--- src/rtl/sudoku_pkg.sv ---
// Shared constants, FSM states and cell helpers
// for the Sudoku puzzle loader.
package sudoku_pkg;

  localparam int CELLS   = 81;
  localparam int DIGIT_W = 4;
  localparam int BOARD_W = CELLS * DIGIT_W;
  localparam int IDX_W   = 7;

  typedef enum logic [1:0] {
    IDLE,
    FETCH,
    DRAIN,
    DONE
  } state_t;

  function automatic int unsigned cell_lsb(
    input logic [IDX_W-1:0] i
  );
    return {25'd0, i} << 2;
  endfunction

endpackage

--- src/rtl/sudoku_puzzle_loader_if.sv ---
// Puzzle ROM read port: address/enable out,
// nibble back after the ROM latency.
interface sudoku_puzzle_loader_if #(
  parameter int ADDR_W = 9
);

  logic [ADDR_W-1:0] rom_addr;
  logic              rom_en;
  logic [3:0]        rom_data;

  modport master (
    output rom_addr,
    output rom_en,
    input  rom_data
  );

  modport slave (
    input  rom_addr,
    input  rom_en,
    output rom_data
  );

endinterface

--- src/rtl/sudoku_lat_pipe.sv ---
// Fixed-depth delay line that walks {valid, cell}
// alongside an in-flight ROM read.
module sudoku_lat_pipe #(
  parameter int DEPTH = 1,
  parameter int W     = 8
) (
  input  logic         clk,
  input  logic         reset,
  input  logic [W-1:0] d,
  output logic [W-1:0] q
);

  logic [W-1:0] stage_q [DEPTH];

  always_ff @(posedge clk) begin
    if (reset) begin
      for (int i = 0; i < DEPTH; i++)
        stage_q[i] <= '0;
    end else begin
      stage_q[0] <= d;
      for (int i = 1; i < DEPTH; i++)
        stage_q[i] <= stage_q[i-1];
    end
  end

  assign q = stage_q[DEPTH-1];

endmodule

--- src/rtl/sudoku_puzzle_loader.sv ---
// Loads one 81-cell puzzle from ROM into the board.
// LOADER_RANDOM_EN: pick puzzle from a free-running counter.
module sudoku_puzzle_loader
  import sudoku_pkg::*;
#(
  parameter int NUM_PUZZLES = 4,
  parameter int ROM_LATENCY = 1,
  localparam int SEL_W =
    (NUM_PUZZLES > 1) ? $clog2(NUM_PUZZLES) : 1,
  localparam int ADDR_W = $clog2(NUM_PUZZLES * CELLS)
) (
  input  logic               clk,
  input  logic               reset,
  input  logic               load_req,
  input  logic [SEL_W-1:0]   puzzle_sel,
  sudoku_puzzle_loader_if.master rom,
  output logic [BOARD_W-1:0] init_board,
  output logic [CELLS-1:0]   init_board_blank,
  output logic               start,
  output logic               busy,
  output logic               load_err
);

  localparam logic [SEL_W:0] SEL_MAX =
    (SEL_W+1)'(NUM_PUZZLES - 1);
  localparam logic [IDX_W-1:0] LAST =
    IDX_W'(CELLS - 1);

  state_t           state_q;
  state_t           state_d;
  logic [IDX_W-1:0] cnt_q;
  logic [SEL_W-1:0] sel_q;
  logic [SEL_W-1:0] sel_pick;
  logic             accept;
  logic             fetch;
  logic [ADDR_W-1:0] base;
  logic             cap_valid;
  logic [IDX_W-1:0] cap_idx;
  logic [3:0]       nib;
  logic             bad;

`ifdef LOADER_RANDOM_EN
  logic [SEL_W-1:0] rnd_q;

  always_ff @(posedge clk) begin
    if (reset)
      rnd_q <= '0;
    else if (rnd_q == SEL_MAX[SEL_W-1:0])
      rnd_q <= '0;
    else
      rnd_q <= rnd_q + SEL_W'(1);
  end

  assign sel_pick = rnd_q;
`else
  assign sel_pick =
    ({1'b0, puzzle_sel} > SEL_MAX) ?
    SEL_MAX[SEL_W-1:0] : puzzle_sel;
`endif

  always_ff @(posedge clk) begin
    if (reset)
      state_q <= IDLE;
    else
      state_q <= state_d;
  end

  always_comb begin
    state_d = state_q;
    start   = 1'b0;
    busy    = 1'b1;
    fetch   = 1'b0;
    accept  = 1'b0;
    unique case (state_q)
      IDLE: begin
        busy = 1'b0;
        if (load_req) begin
          accept  = 1'b1;
          state_d = FETCH;
        end
      end
      FETCH: begin
        fetch = 1'b1;
        if (cnt_q == LAST)
          state_d = DRAIN;
      end
      DRAIN: begin
        if (cap_valid && cap_idx == LAST)
          state_d = DONE;
      end
      DONE: begin
        start   = 1'b1;
        state_d = IDLE;
      end
      default: state_d = IDLE;
    endcase
  end

  always_ff @(posedge clk) begin
    if (reset) begin
      cnt_q <= '0;
      sel_q <= '0;
    end else if (accept) begin
      cnt_q <= '0;
      sel_q <= sel_pick;
    end else if (fetch) begin
      cnt_q <= cnt_q + IDX_W'(1);
    end
  end

  assign base = ADDR_W'(sel_q) * ADDR_W'(CELLS);

  assign rom.rom_en   = fetch;
  assign rom.rom_addr =
    fetch ? base + ADDR_W'(cnt_q) : '0;

  sudoku_lat_pipe #(
    .DEPTH (ROM_LATENCY),
    .W     (IDX_W + 1)
  ) u_lat_pipe (
    .clk   (clk),
    .reset (reset),
    .d     ({fetch, cnt_q}),
    .q     ({cap_valid, cap_idx})
  );

  assign nib = rom.rom_data;
  assign bad = nib > 4'd9;

  // Out-of-range digits become editable blanks.
  always_ff @(posedge clk) begin
    if (reset) begin
      init_board       <= '0;
      init_board_blank <= '0;
      load_err         <= 1'b0;
    end else begin
      if (accept)
        load_err <= 1'b0;
      if (cap_valid) begin
        init_board[cell_lsb(cap_idx) +: DIGIT_W] <=
          bad ? 4'd0 : nib;
        init_board_blank[cap_idx] <=
          bad || (nib == 4'd0);
        if (bad)
          load_err <= 1'b1;
      end
    end
  end

endmodule

--- src/flat_wrapper.sv ---
// flat-port wrapper written by rule: the top's interface ports become plain ports
module sudoku_puzzle_loader_flat import sudoku_pkg::*;
#(
  parameter int NUM_PUZZLES = 4,
  parameter int ROM_LATENCY = 1,
  localparam int SEL_W =
    (NUM_PUZZLES > 1) ? $clog2(NUM_PUZZLES) : 1,
  localparam int ADDR_W = $clog2(NUM_PUZZLES * CELLS)
)
  (clk, reset, load_req, puzzle_sel, init_board, init_board_blank, start, busy, load_err, rom_rom_addr, rom_rom_en, rom_rom_data);
  sudoku_puzzle_loader_if #(.ADDR_W(9)) rom_i ();
  input  logic clk;
  input  logic reset;
  input  logic load_req;
  input  logic [SEL_W-1:0] puzzle_sel;
  output logic [BOARD_W-1:0] init_board;
  output logic [CELLS-1:0] init_board_blank;
  output logic start;
  output logic busy;
  output logic load_err;
  output wire logic [$bits(rom_i.rom_addr)-1:0] rom_rom_addr;
  output wire logic [$bits(rom_i.rom_en)-1:0] rom_rom_en;
  input wire logic [$bits(rom_i.rom_data)-1:0] rom_rom_data;
  assign rom_rom_addr = rom_i.rom_addr;
  assign rom_rom_en = rom_i.rom_en;
  assign rom_i.rom_data = rom_rom_data;
  sudoku_puzzle_loader #(.NUM_PUZZLES(NUM_PUZZLES), .ROM_LATENCY(ROM_LATENCY)) u_core (.clk(clk), .reset(reset), .load_req(load_req), .puzzle_sel(puzzle_sel), .rom(rom_i), .init_board(init_board), .init_board_blank(init_board_blank), .start(start), .busy(busy), .load_err(load_err));
endmodule
--- config.mk ---
export PLATFORM = sky130hd
export DESIGN_NAME = sudoku_puzzle_loader_flat
export DESIGN_NICKNAME = d
export VERILOG_FILES = /design/src/rtl/sudoku_pkg.sv /design/src/rtl/sudoku_puzzle_loader_if.sv /design/src/rtl/sudoku_lat_pipe.sv /design/src/rtl/sudoku_puzzle_loader.sv /design/src/flat_wrapper.sv
export SDC_FILE = /design/constraint.sdc
export NUM_CORES = 1
export LEC_CHECK = 0
export CELL_PAD_IN_SITES_DETAIL_PLACEMENT = 0
export CELL_PAD_IN_SITES_GLOBAL_PLACEMENT = 1
export CORE_ASPECT_RATIO = 1.5
export CORE_MARGIN = 5
export CORE_UTILIZATION = 37
export DETAILED_ROUTE_END_ITERATION = 12
export PLACE_DENSITY_LB_ADDON = 0.1
export SYNTH_ARGS = -nofsm -noshare
export SYNTH_HDL_FRONTEND = slang
export SYNTH_HIERARCHICAL = 1
export SYNTH_SLANG_ARGS = --single-unit
export TNS_END_PERCENT = 100
--- constraint.sdc ---
create_clock -name clk -period 4.41 [get_ports clk]
set_clock_uncertainty 0.05 [all_clocks]
set_input_delay 0.882 -clock clk [delete_from_list [all_inputs] [get_ports clk]]
set_output_delay 0.882 -clock clk [all_outputs]
set_load 0.02 [all_outputs]
; Yosys cells after proc, flatten, opt, wreduce, memory -nomap -nowiden
; Memories as Yosys holds them, arrays and structs flattened.
; Cells that the tools add are included.
[word_totals]
mem_count = 1
ff_bits = 417
ram_bits = 8
out_inout_bits = 418
[op_classes]
order_cmp = 3
mul = 1
reduce_logical = 8
n_addsub = 3
shift = 2
eq_ne = 8
n_mux = 23
[mem_list]
columns = name, depth, width, rd, rd_clocked_by_memory_dff, write_ports, line_no
row1 = u_core.u_lat_pipe.stage_q, 1, 8, 1, 0, 1, sudoku_lat_pipe.sv:13  ; logic [W-1:0] stage_q [DEPTH];
[op_table]
columns = cell, n
row1 = $bwmux W324, 1
row2 = $shift A4 B34 Y324 const A, 1
row3 = $shiftx A4 B34 Y324, 1
row4 = $bwmux W81, 1
row5 = $neg A9 Y34, 1
row6 = $eq A7 B7 Y1 const B, 2
row7 = $mux W1, 13
row8 = $add A9 B7 Y9, 1
row9 = $mul A2 B7 Y9 const B, 1
row10 = $mux W9, 1
row11 = $lt A7 B8 Y1 const B, 1
row12 = $mux W8, 1
row13 = $pmux W2 S4, 1
row14 = $reduce_or A8 Y1, 1
row15 = $add A7 B1 Y7 const B, 1
row16 = $demux W1 S7, 1
row17 = $ge A7 B1 Y1 const B, 1
row18 = $mux W2, 3
row19 = $eq A2 B2 Y1 const B, 2
row20 = $gt A4 B4 Y1 const B, 1
row21 = $logic_not A4 Y1, 1
row22 = $mux W4, 1
row23 = $ne A2 B1 Y1 const B, 2
row24 = $reduce_and A3 Y1, 1
row25 = 6 further kinds, 7

; Longest topological paths before layout
; Gate-level depths: netlist of the first run.
[depth]
word_depth = 5
mapped_depth = 16
depth_no_buf = 10

; Modules after synthesis
; The synthesis of the first run kept the hierarchy.
[modules_own_cells]
columns = module, area_each_um2, n_inst, seq_area_each_um2, cells_each
row1 = sudoku_puzzle_loader, 17563.1, 1, 8348.0, 1933
row2 = sudoku_lat_pipe, 210.2, 1, 160.2, 16

; Worst setup path before layout of the first run
; No wires, ideal clock.
[synth_path]
kind = flip-flop to flip-flop
start = mem u_core.u_lat_pipe.stage_q[0][0]
end = reg u_core.init_board[97]
required_time_ns = 4.287
path_stages_with_launch = 16
setup_slack_ns = 0.844
n_path_buf = 5
arrival_time_ns = 3.443
cell_sequence = dfxtp_1 buf_2 inv_1 ha_1 buf_4 or3b_2 buf_2 nor3_1 ha_1 buf_1 nand2_1 a21oi_1 clkbuf_1 o211ai_1 nor2_1 mux2i_1
[synth_via]
elab_chain_cells = 4
elab_cells_between_ends = 5
[synth_lines]
columns = item, line_no
row1 = from (decl), sudoku_lat_pipe.sv:13
row2 = $mem_v2 Z1 W8 (*), --
row3 = $neg A9 Y34 (*), sudoku_puzzle_loader.sv:140  ; init_board[cell_lsb(cap_idx) +: DIGIT_W] <=
row4 = $shiftx A4 B34 Y324 / $shift A4 B34 Y324 (equally long branches), sudoku_puzzle_loader.sv:140
row5 = $bwmux W324 (*), sudoku_puzzle_loader.sv:140
row6 = "to (signal, indexed assignment)", sudoku_puzzle_loader.sv:140
row7 = to (decl), sudoku_puzzle_loader.sv:17  ; output logic [BOARD_W-1:0] init_board,
; Mark *: on every way between the ends. The rest lies on a longest branch, timed or not.
; A chain may end at the register's enable or synchronous reset.

; Final worst setup path of the first run
[layout_path]
start = reg u_core.cnt_q[1]
end = out rom_rom_addr[7]
[layout_via]
elab_chain_cells = 2
[layout_lines]
columns = item, line_no
row1 = from (decl), sudoku_puzzle_loader.sv:31  ; logic [IDX_W-1:0] cnt_q;
row2 = from (signal assigned), sudoku_puzzle_loader.sv:107  ; cnt_q <= cnt_q + IDX_W'(1);
row3 = $add A9 B7 Y9, sudoku_puzzle_loader.sv:115  ; fetch ? base + ADDR_W'(cnt_q) : '0;
row4 = $mux W9, sudoku_puzzle_loader.sv:115
row5 = to (decl), flat_wrapper.sv:21  ; output wire logic [$bits(rom_i.rom_addr)-1:0] rom_rom_addr;
; Every way passes these cells.

==> results.ini, run 1 <==
[outcome]
status=finished clean

[clock_network]
cts-root-buf=clkbuf_16
clock_latency_ns=0.54
clkSinkCount=425
ctsHoldBuffers=0
clock_path_buffers=3
cts_buffers=43
htreeDepth=2
cts_resized=0
cts_setup_buffers=0
cts_tree=done
clk_pin_slew_worst_paths_ns=0.06

[global_route]
grt_pass1_wl_um=104000
antenna_found_initial=1
first_global_vias=16300
grt_max_degree=107
gr-usage-all-layers=0.254
grt_overflow=0

[sta]
slew_headroom=0.0905
setup_violations=0
final_hold_viol_count=0
hold_slack_ns=0.403
maxSlewViolCount=0
rsz0062_at_grt=false
worst_slew_pin_slew_ns=1.36
maxClockFrequency_mhz=241
fin_crit_sh=0.941
tns_ns=0
fin_crit_ns=4.15

[final_layout]
nets=2358
finalNonFillerCells=2964
utilization=0.509
area_delta_synth_final_pct=36.3
drive_gt1_frac=0.0792

[critical_path]
worstPathMaxFanout=6
critPathKind=register to primary output
reg2reg_slack_ns=0.53
timing.rr.start=u_core/u_lat_pipe/stage_q[0][1]
rr_endpoint=u_core/init_board[291]
worst_r2r_path_depth=11
start_kind=register
crit_path_end_kind=primary output
arrival_ns=3.22
cp.required_ns=3.48

[power_and_ir_drop]
intPower_mw=6.50
power_mw=8.72
p_leak_nw=8.06
p_sw_mw=2.22
power.density_mw_per_mm2=360
pwr-share-seq=0.447
netSwitchingFraction=0.255
clockPowerShare=0.456
vdd_drop_max_uv=260
combinationalPowerShare=0.097

[synthesis]
syn_avg_cell_area_um2=9.12
synth_enable_flop_cells=0
synth_top_area_cell=dfxtp_1
yosysUniqueCellTypes=64
ys_seq_area_frac=0.479
synth_nets=1978
synth_common_cells=dfxtp_1 (425), nand2_1 (351), mux2i_1 (226)
yosysMostFrequentCell=dfxtp_1
ys_ff_latch=425
synth.top_cell.area_share=0.479
netlist_top_cells_area=dfxtp_1 (48%), mux2i_1 (13%), nand2_1 (7.4%), a311oi_1 (3.2%), nand3_1 (2.8%)
syn_inst=1949
synth_ff_type=dfxtp_1
syn-cell-area_mm2=0.0178
yosys_warnings=6
async_reset_ff_frac=0

[floorplan]
std_cell_rows=98
pin_count=427
start_util=0.374
die_area_mm2=0.0526
chipWidth_um=189
core_mm2=0.0476
die_h_um=278

[routing]
drc_errors=0
wl_per_cell_um=23.6
ant_nets=0
first_iter_violations=992
vias=16400
first_pass_iters=5
drt-total-wl_um=70000
vias_per_cell=5.54

[worst_hold_path]
hold_end=u_core/init_board[148]
holdCritStartpoint=u_core/init_board[148]
holdPathStages=2
hold_path_class=register to register

[place]
hpwlAfterDp_um=52100
gp_congestion=0.889
io_buffers=426
place_inst=2884

[run]
maxCapViolations=0

==> metal layers <==
| layer | up-vias | GRT usage | share of wire |
|---|---|---|---|
| met1 | 7962 | 0.288 | 0.38 |
| met5 | - | 0 | 0 |
| met2 | 574 | 0.461 | 0.52 |
| li1 | 7765 | - | - |
| met3 | 131 | 0.0445 | 0.059 |
| met4 | 0 | 0.114 | 0.048 |
==> through the flow <==
stage | setup WS [ns] | cell area [um2]
final | 0.261 | 24200
after global routing | 0.101 | 24200
after CTS | 0.198 | 24200
after detailed placement | 0.606 | 22700
after global placement | 0.741 | 22700
after floorplan | 0.844 | 17800
==> worst max path at each step <==
stage                                          from                      to  depth (start not counted)
CTS                                 u_core/cnt_q[1]         rom_rom_addr[7]                          8
finish                              u_core/cnt_q[1]         rom_rom_addr[7]                          8
global route                        u_core/cnt_q[1]         rom_rom_addr[7]                          8
detailed placement  u_core/u_lat_pipe/stage_q[0][1]  u_core/init_board[291]                         11
global placement    u_core/u_lat_pipe/stage_q[0][1]  u_core/init_board[291]                         11
floorplan           u_core/u_lat_pipe/stage_q[0][0]   u_core/init_board[97]                         15
==> area by class of cell <==
cell class | instances | area [um2]
antenna | 2 | 5.00
inverter | 13 | 56.3
timing repair buffer | 477 | 4640
tap | 600 | 751
clock buffer | 56 | 1240
sequential | 425 | 8510
clock inverter | 22 | 313
fill | 4481 | 23300
multi-input combinational | 1369 | 8710
==> placed cells by master, fill, tap and decap left out, types with 9 or more instances in the layout <==
master,n
nor2_1,99
nand2_1,351
and2_1,19
o311ai_0,9
nor3_1,50
inv_1,12
nand2b_1,14
or3_1,14
or2_2,9
ha_1,19
o41ai_1,11
clkinv_2,9
a21oi_1,92
nor2b_1,19
buf_4,52
o211ai_1,35
dfxtp_1,425
a31o_2,12
o31ai_1,34
mux2i_1,226
a311oi_1,65
nor3_2,11
clkbuf_16,44
o21ai_0,55
clkdlybuf4s50_1,425
nand4_1,29
nand3_1,99
clkbuf_8,9
==> flip-flops by register name, summed over array words and instances (netlist names) <==
name / count
u_core/init_board_blank: 81
u_core/cnt_q: 7
u_core/u_lat_pipe/stage_q: 8
u_core/init_board: 324
u_core/sel_q: 2
u_core/load_err: 1
u_core/state_q: 2
==> critical path, stage by stage, from the launching register on <==
cell	delay, ns
dfxtp_1	0.45
ha_1	0.28
ha_1	0.23
fa_1	0.43
a41o_1	0.26
a21oi_1	0.18
xnor2_1	0.13
and2_1	0.13
clkdlybuf4s50_1	0.60
==> cells by family after synthesis <==
group                      Yosys count  synth area share
and+or+nand+nor                    760             0.199
DFF                                425             0.479
AOI/OAI and AO/OA                  346             0.136
muxes                              228             0.129
buffers and inverters              155            0.0351
adders and majority gates           20            0.0145
xor gates and xnor gates            15           0.00739
==> power groups by stage <==
stage | Combinational [mW] | Clock, mW | Sequential [mW]
2_1_floorplan | 0.518 | 0 | 3.98
6_report | 0.843 | 3.98 | 3.90
3_5_place_dp | 0.833 | 0 | 3.98
5_1_grt | 0.904 | 4.23 | 3.90
4_1_cts | 0.836 | 4.07 | 3.90
3_3_place_gp | 0.824 | 0 | 3.98
No activity file was read; power rests on OpenSTA's default activity.
==> run 2: changes to the inputs <==
--- a/config.mk
+++ b/config.mk
@@ -8,8 +8,9 @@
 export CELL_PAD_IN_SITES_DETAIL_PLACEMENT = 0
 export CELL_PAD_IN_SITES_GLOBAL_PLACEMENT = 1
 export CORE_ASPECT_RATIO = 1.5
-export CORE_MARGIN = 5
+export CORE_MARGIN = 2
 export CORE_UTILIZATION = 37
+export CTS_BUF_LIST = sky130_fd_sc_hd__clkbuf_16
 export DETAILED_ROUTE_END_ITERATION = 12
 export PLACE_DENSITY_LB_ADDON = 0.1
 export SYNTH_ARGS = -nofsm -noshare
==> run 2 against run 1 <==
Compared with the run above:
- power down 5.2%
- sequential share of layout area up 0.20 points
- critical path type unchanged
- largest power group is now registers
- hold slack about the same
- design area down 0.56%
- sequential cell count unchanged
- global-route usage up 1.0 points
- final cell count up 0.24%
- critical path depth unchanged
- die area down 5.3%
- via count down 0.79%
==> results.ini, run 2 (synthesis gave the netlist of run 1 again) <==
[outcome]
status=finished clean

[floorplan]
core_mm2=0.0476  ; unchanged
die_area_mm2=0.0498  ; -5.3%
die_h_um=272  ; -2.2%
pin_count=427  ; unchanged
start_util=0.374  ; unchanged
std_cell_rows=98  ; unchanged
chipWidth_um=183  ; -3.2%

[routing]
first_pass_iters=5  ; unchanged
first_iter_violations=1038  ; +4.6%
ant_nets=0  ; unchanged
vias=16300  ; -0.79%
drc_errors=0  ; unchanged
vias_per_cell=5.49  ; -1.0%
drt-total-wl_um=68000  ; -2.9%
wl_per_cell_um=22.9  ; -3.1%

[global_route]
grt_pass1_wl_um=101000  ; -3.3%
grt_max_degree=106  ; -0.93%
gr-usage-all-layers=0.264  ; +0.0101
antenna_found_initial=1  ; unchanged
first_global_vias=16100  ; -1.6%
grt_overflow=0  ; unchanged

[power_and_ir_drop]
power_mw=8.27  ; -5.2%
vdd_drop_max_uv=255  ; -2.1%
power.density_mw_per_mm2=343  ; -4.7%
p_leak_nw=8.02  ; -0.47%

[worst_hold_path]
holdCritStartpoint=u_core/init_board[58]
hold_path_class=register to register
holdPathStages=2  ; unchanged
hold_end=u_core/init_board[58]

[critical_path]
arrival_ns=3.20  ; -0.02 ns
critPathKind=register to primary output
rr_endpoint=u_core/init_board[166]
cp.required_ns=3.48  ; about the same
reg2reg_slack_ns=0.53  ; about the same
timing.rr.start=u_core/u_lat_pipe/stage_q[0][1]
crit_path_end_kind=primary output
worstPathMaxFanout=6  ; unchanged
start_kind=register
worst_r2r_path_depth=10  ; -1

[final_layout]
area_delta_synth_final_pct=35.6
fillers=4557  ; +1.7%
largest_reg_flops=324  ; unchanged
nets=2370  ; +0.51%
drive_gt1_frac=0.0755  ; -0.00364
seqCellArea_mm2=0.00851  ; unchanged
regMostFlops=u_core/init_board
utilization=0.506  ; -0.00284
multiInputGateArea_mm2=0.00871  ; about the same
top_regs=u_core/init_board x324, u_core/init_board_blank x81, u_core/u_lat_pipe/stage_q x8
final_cell_mix=clkdlybuf4s50_1 (425), dfxtp_1 (425), nand2_1 (351)

[sta]
worst_slew_pin_slew_ns=1.22  ; -0.143 ns
fin_crit_sh=0.937  ; -0.00373
setup_violations=0  ; unchanged
rsz0062_at_grt=false
slew_headroom=0.183  ; +0.0926
maxSlewViolCount=0  ; unchanged
fin_crit_ns=4.13  ; -0.0165 ns
tns_ns=0  ; unchanged
final_hold_viol_count=0  ; unchanged
maxClockFrequency_mhz=242  ; +0.40%

[clock_network]
ctsHoldBuffers=0  ; unchanged
cts-root-buf=clkbuf_16
clock_path_buffers=3  ; unchanged
cts_setup_buffers=0  ; unchanged
cts_buffers=43  ; unchanged
cts_tree=done
cts_resized=0  ; unchanged
clock_latency_ns=0.54  ; about the same
htreeDepth=2  ; unchanged
clk_pin_slew_worst_paths_ns=0.06  ; about the same
clkSinkCount=425  ; unchanged

[place]
gp_congestion=0.911  ; +2.5%
io_buffers=426  ; unchanged
hpwlAfterDp_um=50400  ; -3.3%

[run]
maxCapViolations=0  ; unchanged

## run 2: cell types whose count changed in the layout (fill, tap and decap cells not counted), moves of 3 or more
cell,change
buf_4,+12
clkinv_1,+10
clkbuf_8,-9
inv_1,+8
bufinv_16,-4
clkinv_2,-4
clkbuf_1,-3
inv_6,-3
## run 2: layout make-up
class	count	share of cell area
Clock inverter	29	0.00852
Timing Repair Buffer	489	0.197
Tap cell	600	0.0312
Antenna cell	1	0.000104
Multi-Input combinational cell	1369	0.361
Clock buffer	45	0.0467
Inverter	13	0.00234
Sequential cell	425	0.353
## run 2: worst max-delay path by stage
stage                               startpoint                endpoint  depth (start not counted)
4_1_cts                        u_core/cnt_q[1]         rom_rom_addr[7]                          8
6_report                       u_core/cnt_q[1]         rom_rom_addr[7]                          8
2_1_floorplan  u_core/u_lat_pipe/stage_q[0][0]   u_core/init_board[97]                         15
3_5_place_dp   u_core/u_lat_pipe/stage_q[0][1]  u_core/init_board[165]                         10
3_3_place_gp   u_core/u_lat_pipe/stage_q[0][1]   u_core/init_board[40]                         11
5_1_grt                        u_core/cnt_q[1]         rom_rom_addr[7]                          8
## run 2: routing by layer
layer  wire [um]  GRT usage  part of all wire
met5           0          0                 0
met4        3400      0.122             0.050
met3        4090     0.0484             0.060
met2       34800      0.478              0.51
met1       25700      0.297              0.38
## run 2: stage by stage
| step | worst slack, ns | instance area, um2 | std cells | hold slack, ns |
|---|---|---|---|---|
| after global placement | 0.739 | 22800 | 2896 | 0.391 |
| final | 0.277 | 24100 | 2971 | 0.403 |
| after detailed placement | 0.586 | 22800 | 2896 | 0.397 |
| after CTS | 0.245 | 24100 | 2970 | 0.407 |
| after global routing | 0.141 | 24100 | 2971 | 0.419 |
| after floorplan | 0.844 | 17800 | 1949 | 0.386 |
## run 2: critical path: stages, from the launching register on
cell	delay, ns
dfxtp_1	0.44
ha_1	0.27
ha_1	0.22
fa_1	0.42
a41o_1	0.26
a21oi_1	0.17
xnor2_1	0.14
and2_1	0.15
clkdlybuf4s50_1	0.60
## run 2: report_power, final
| part | leakage, nW | internal, mW | switching (mW) | total [mW] |
|---|---|---|---|---|
| Sequential | 3.42 | 3.86 | 0.0350 | 3.90 |
| Clock | 0.675 | 2.01 | 1.51 | 3.52 |
| Combinational | 3.93 | 0.248 | 0.598 | 0.846 |
| Total | 8.02 | 6.12 | 2.15 | 8.27 |
==> run 3: changes to the inputs <==
--- a/config.mk
+++ b/config.mk
@@ -8,11 +8,10 @@
 export CELL_PAD_IN_SITES_DETAIL_PLACEMENT = 0
 export CELL_PAD_IN_SITES_GLOBAL_PLACEMENT = 1
 export CORE_ASPECT_RATIO = 1.5
-export CORE_MARGIN = 2
 export CORE_UTILIZATION = 37
 export CTS_BUF_LIST = sky130_fd_sc_hd__clkbuf_16
 export DETAILED_ROUTE_END_ITERATION = 12
-export PLACE_DENSITY_LB_ADDON = 0.1
+export PLACE_DENSITY = 0.77
 export SYNTH_ARGS = -nofsm -noshare
 export SYNTH_HDL_FRONTEND = slang
 export SYNTH_HIERARCHICAL = 1
==> run 3 against run 2 <==
Compared with the run above:
- sequential power hardly changed
- sequential cell count stayed put
- clock-buffer cell count stayed put
- final cell count is 0.27% lower
- critical path depth stayed put
- register-to-register slack better by 0.02 ns
- combinational power hardly changed
- maximum frequency is 0.57% lower
==> results.ini, run 3 (synthesis gave the netlist of run 1 again) <==
[run]
maxCapViolations=0  ; unchanged

[global_route]
grt_pass1_wl_um=102000  ; +1.1%
gr-usage-all-layers=0.271  ; +0.00769
first_global_vias=16200  ; +1.0%
antenna_found_initial=3  ; +2
grt_overflow=0  ; unchanged
grt_max_degree=144  ; +36%

[sta]
slew_headroom=0.145  ; -0.0384
worst_slew_pin_slew_ns=1.28  ; +0.0622 ns
fin_crit_sh=0.942  ; +0.00537
rsz0062_at_grt=false
setup_violations=0  ; unchanged
fin_ws_ns=0.254  ; -0.0237 ns
tns_ns=0  ; unchanged
maxSlewViolCount=0  ; unchanged
maxClockFrequency_mhz=241  ; -0.57%
final_hold_viol_count=0  ; unchanged
fin_crit_ns=4.16  ; +0.0237 ns
hold_slack_ns=0.408  ; +0.00440 ns

[routing]
first_pass_iters=5  ; unchanged
first_iter_violations=1137  ; +9.5%
drc_errors=0  ; unchanged
wl_per_cell_um=23.1  ; +0.96%
vias=16500  ; +0.91%
drt-total-wl_um=68500  ; +0.69%
ant_nets=0  ; unchanged
vias_per_cell=5.55  ; +1.2%

[floorplan]
core_mm2=0.0476  ; unchanged
pin_count=427  ; unchanged
die_area_mm2=0.0489  ; -1.8%
die_h_um=270  ; -0.73%
start_util=0.374  ; unchanged
std_cell_rows=98  ; unchanged
chipWidth_um=181  ; -1.1%

[critical_path]
cp_cell_sequence=ha_1 > ha_1 > fa_1 > a41o_1 > a21oi_1 > xnor2_1 > and2_1 > clkdlybuf4s50_1
critPathKind=register to primary output
start_kind=register
cp_top_family=adder cells
slowest_delay_ns=0.61  ; about the same
worstPathMaxFanout=6  ; unchanged
cp_common_cell=ha_1
cp_num_buf_inv=1  ; unchanged
arrival_ns=3.22  ; +0.02 ns
crit_slowest_cell=clkdlybuf4s50_1
crit_path_end_kind=primary output
cp.required_ns=3.48  ; about the same

[clock_network]
htreeDepth=2  ; unchanged
clkSinkCount=425  ; unchanged
clk_pin_slew_worst_paths_ns=0.06  ; about the same
cts_resized=0  ; unchanged
cts-root-buf=clkbuf_16
clock_path_buffers=3  ; unchanged
cts_setup_buffers=0  ; unchanged
cts_buffers=44  ; +2.3%
cts_tree=done
ctsHoldBuffers=0  ; unchanged
clock_latency_ns=0.55  ; about the same

[power_and_ir_drop]
intPower_mw=6.14  ; +0.32%
netSwitchingFraction=0.264  ; +0.00454
clockPowerShare=0.431  ; +0.005
combinationalPowerShare=0.102  ; about the same
p_leak_nw=8.00  ; -0.29%
vdd_drop_max_uv=305  ; +20%
p_sw_mw=2.20  ; +2.7%
power.density_mw_per_mm2=347  ; +1.2%
pwr-share-seq=0.467  ; -0.005

[place]
dp_slack_ns=0.571  ; -0.0149 ns
hpwlAfterDp_um=50400  ; +0.17%
io_buffers=426  ; unchanged
gp_congestion=0.902  ; -1.0%
place_inst=2885  ; -0.38%

[final_layout]
top_regs=u_core/init_board x324, u_core/init_board_blank x81, u_core/u_lat_pipe/stage_q x8
largest_reg_flops=324  ; unchanged
drive_gt1_frac=0.0732  ; -0.00232
utilization=0.505  ; -0.00111
n_antenna_cell=0  ; -1
finalNonFillerCells=2963  ; -0.27%
regMostFlops=u_core/init_board
final_cell_mix=clkdlybuf4s50_1 (425), dfxtp_1 (425), nand2_1 (351)
nets=2360  ; -0.42%
area_delta_synth_final_pct=35.3

[worst_hold_path]
hold_path_class=register to register

[outcome]
status=finished clean

## run 3: cell types whose count changed in the layout (fill, tap and decap cells not counted), moves of 2 or more
cell      previous run  this run
clkinv_1            10         6
clkinv_2             5         8
inv_1               20        22
inv_6                0         3
buf_4               64        52
## run 3: metrics by stage
step	power (mW)	cell area, um2
6_report	8.34	24000
5_1_grt	8.63	24000
4_1_cts	8.40	24000
3_5_place_dp	4.82	22700
3_3_place_gp	4.81	22700
2_1_floorplan	4.49	17800
## run 3: cell type report
type                       count  area (um2)
clock buffer                  45        1130
clock inverter                33         239
fill                        4470       23500
inverter                      13        56.3
multi-input combinational   1369        8700
sequential                   425        8510
tap                          600         751
timing repair buffer         478        4660
## run 3: power by group through the flow
| stage | registers, mW | clock network [mW] | logic (mW) |
|---|---|---|---|
| 2_1_floorplan | 3.98 | 0 | 0.518 |
| 3_3_place_gp | 3.98 | 0 | 0.828 |
| 3_5_place_dp | 3.98 | 0 | 0.836 |
| 4_1_cts | 3.90 | 3.66 | 0.839 |
| 5_1_grt | 3.90 | 3.82 | 0.913 |
| 6_report | 3.90 | 3.60 | 0.849 |
## run 3: per-layer routing
metal  share of wire  GRT usage
met5         0.00066          0
met4           0.058      0.148
met3           0.069     0.0584
met2            0.50      0.483
met1            0.37      0.298
## run 3: worst register-to-register path, stage by stage, from the launching register on
cell	delay (ns)
dfxtp_1	0.31
inv_1	0.11
ha_1	0.18
or3b_2	0.58
nor3_1	0.21
ha_1	0.28
nand2b_1	0.17
a21oi_1	0.14
buf_4	0.14
nand2_1	0.62
buf_4	0.44
o311ai_0	0.37
o31ai_1	0.14
## run 3: worst paths after layout
kind,start,end,slack [ns],cells after the start
setup / recovery,u_core/cnt_q[1],rom_rom_addr[7],0.25,8
hold / removal,u_core/init_board[296],u_core/init_board[296],0.41,2
setup reg to reg,u_core/u_lat_pipe/stage_q[0][1],u_core/init_board[291],0.55,12
hold reg to reg,u_core/init_board[296],u_core/init_board[296],0.41,2
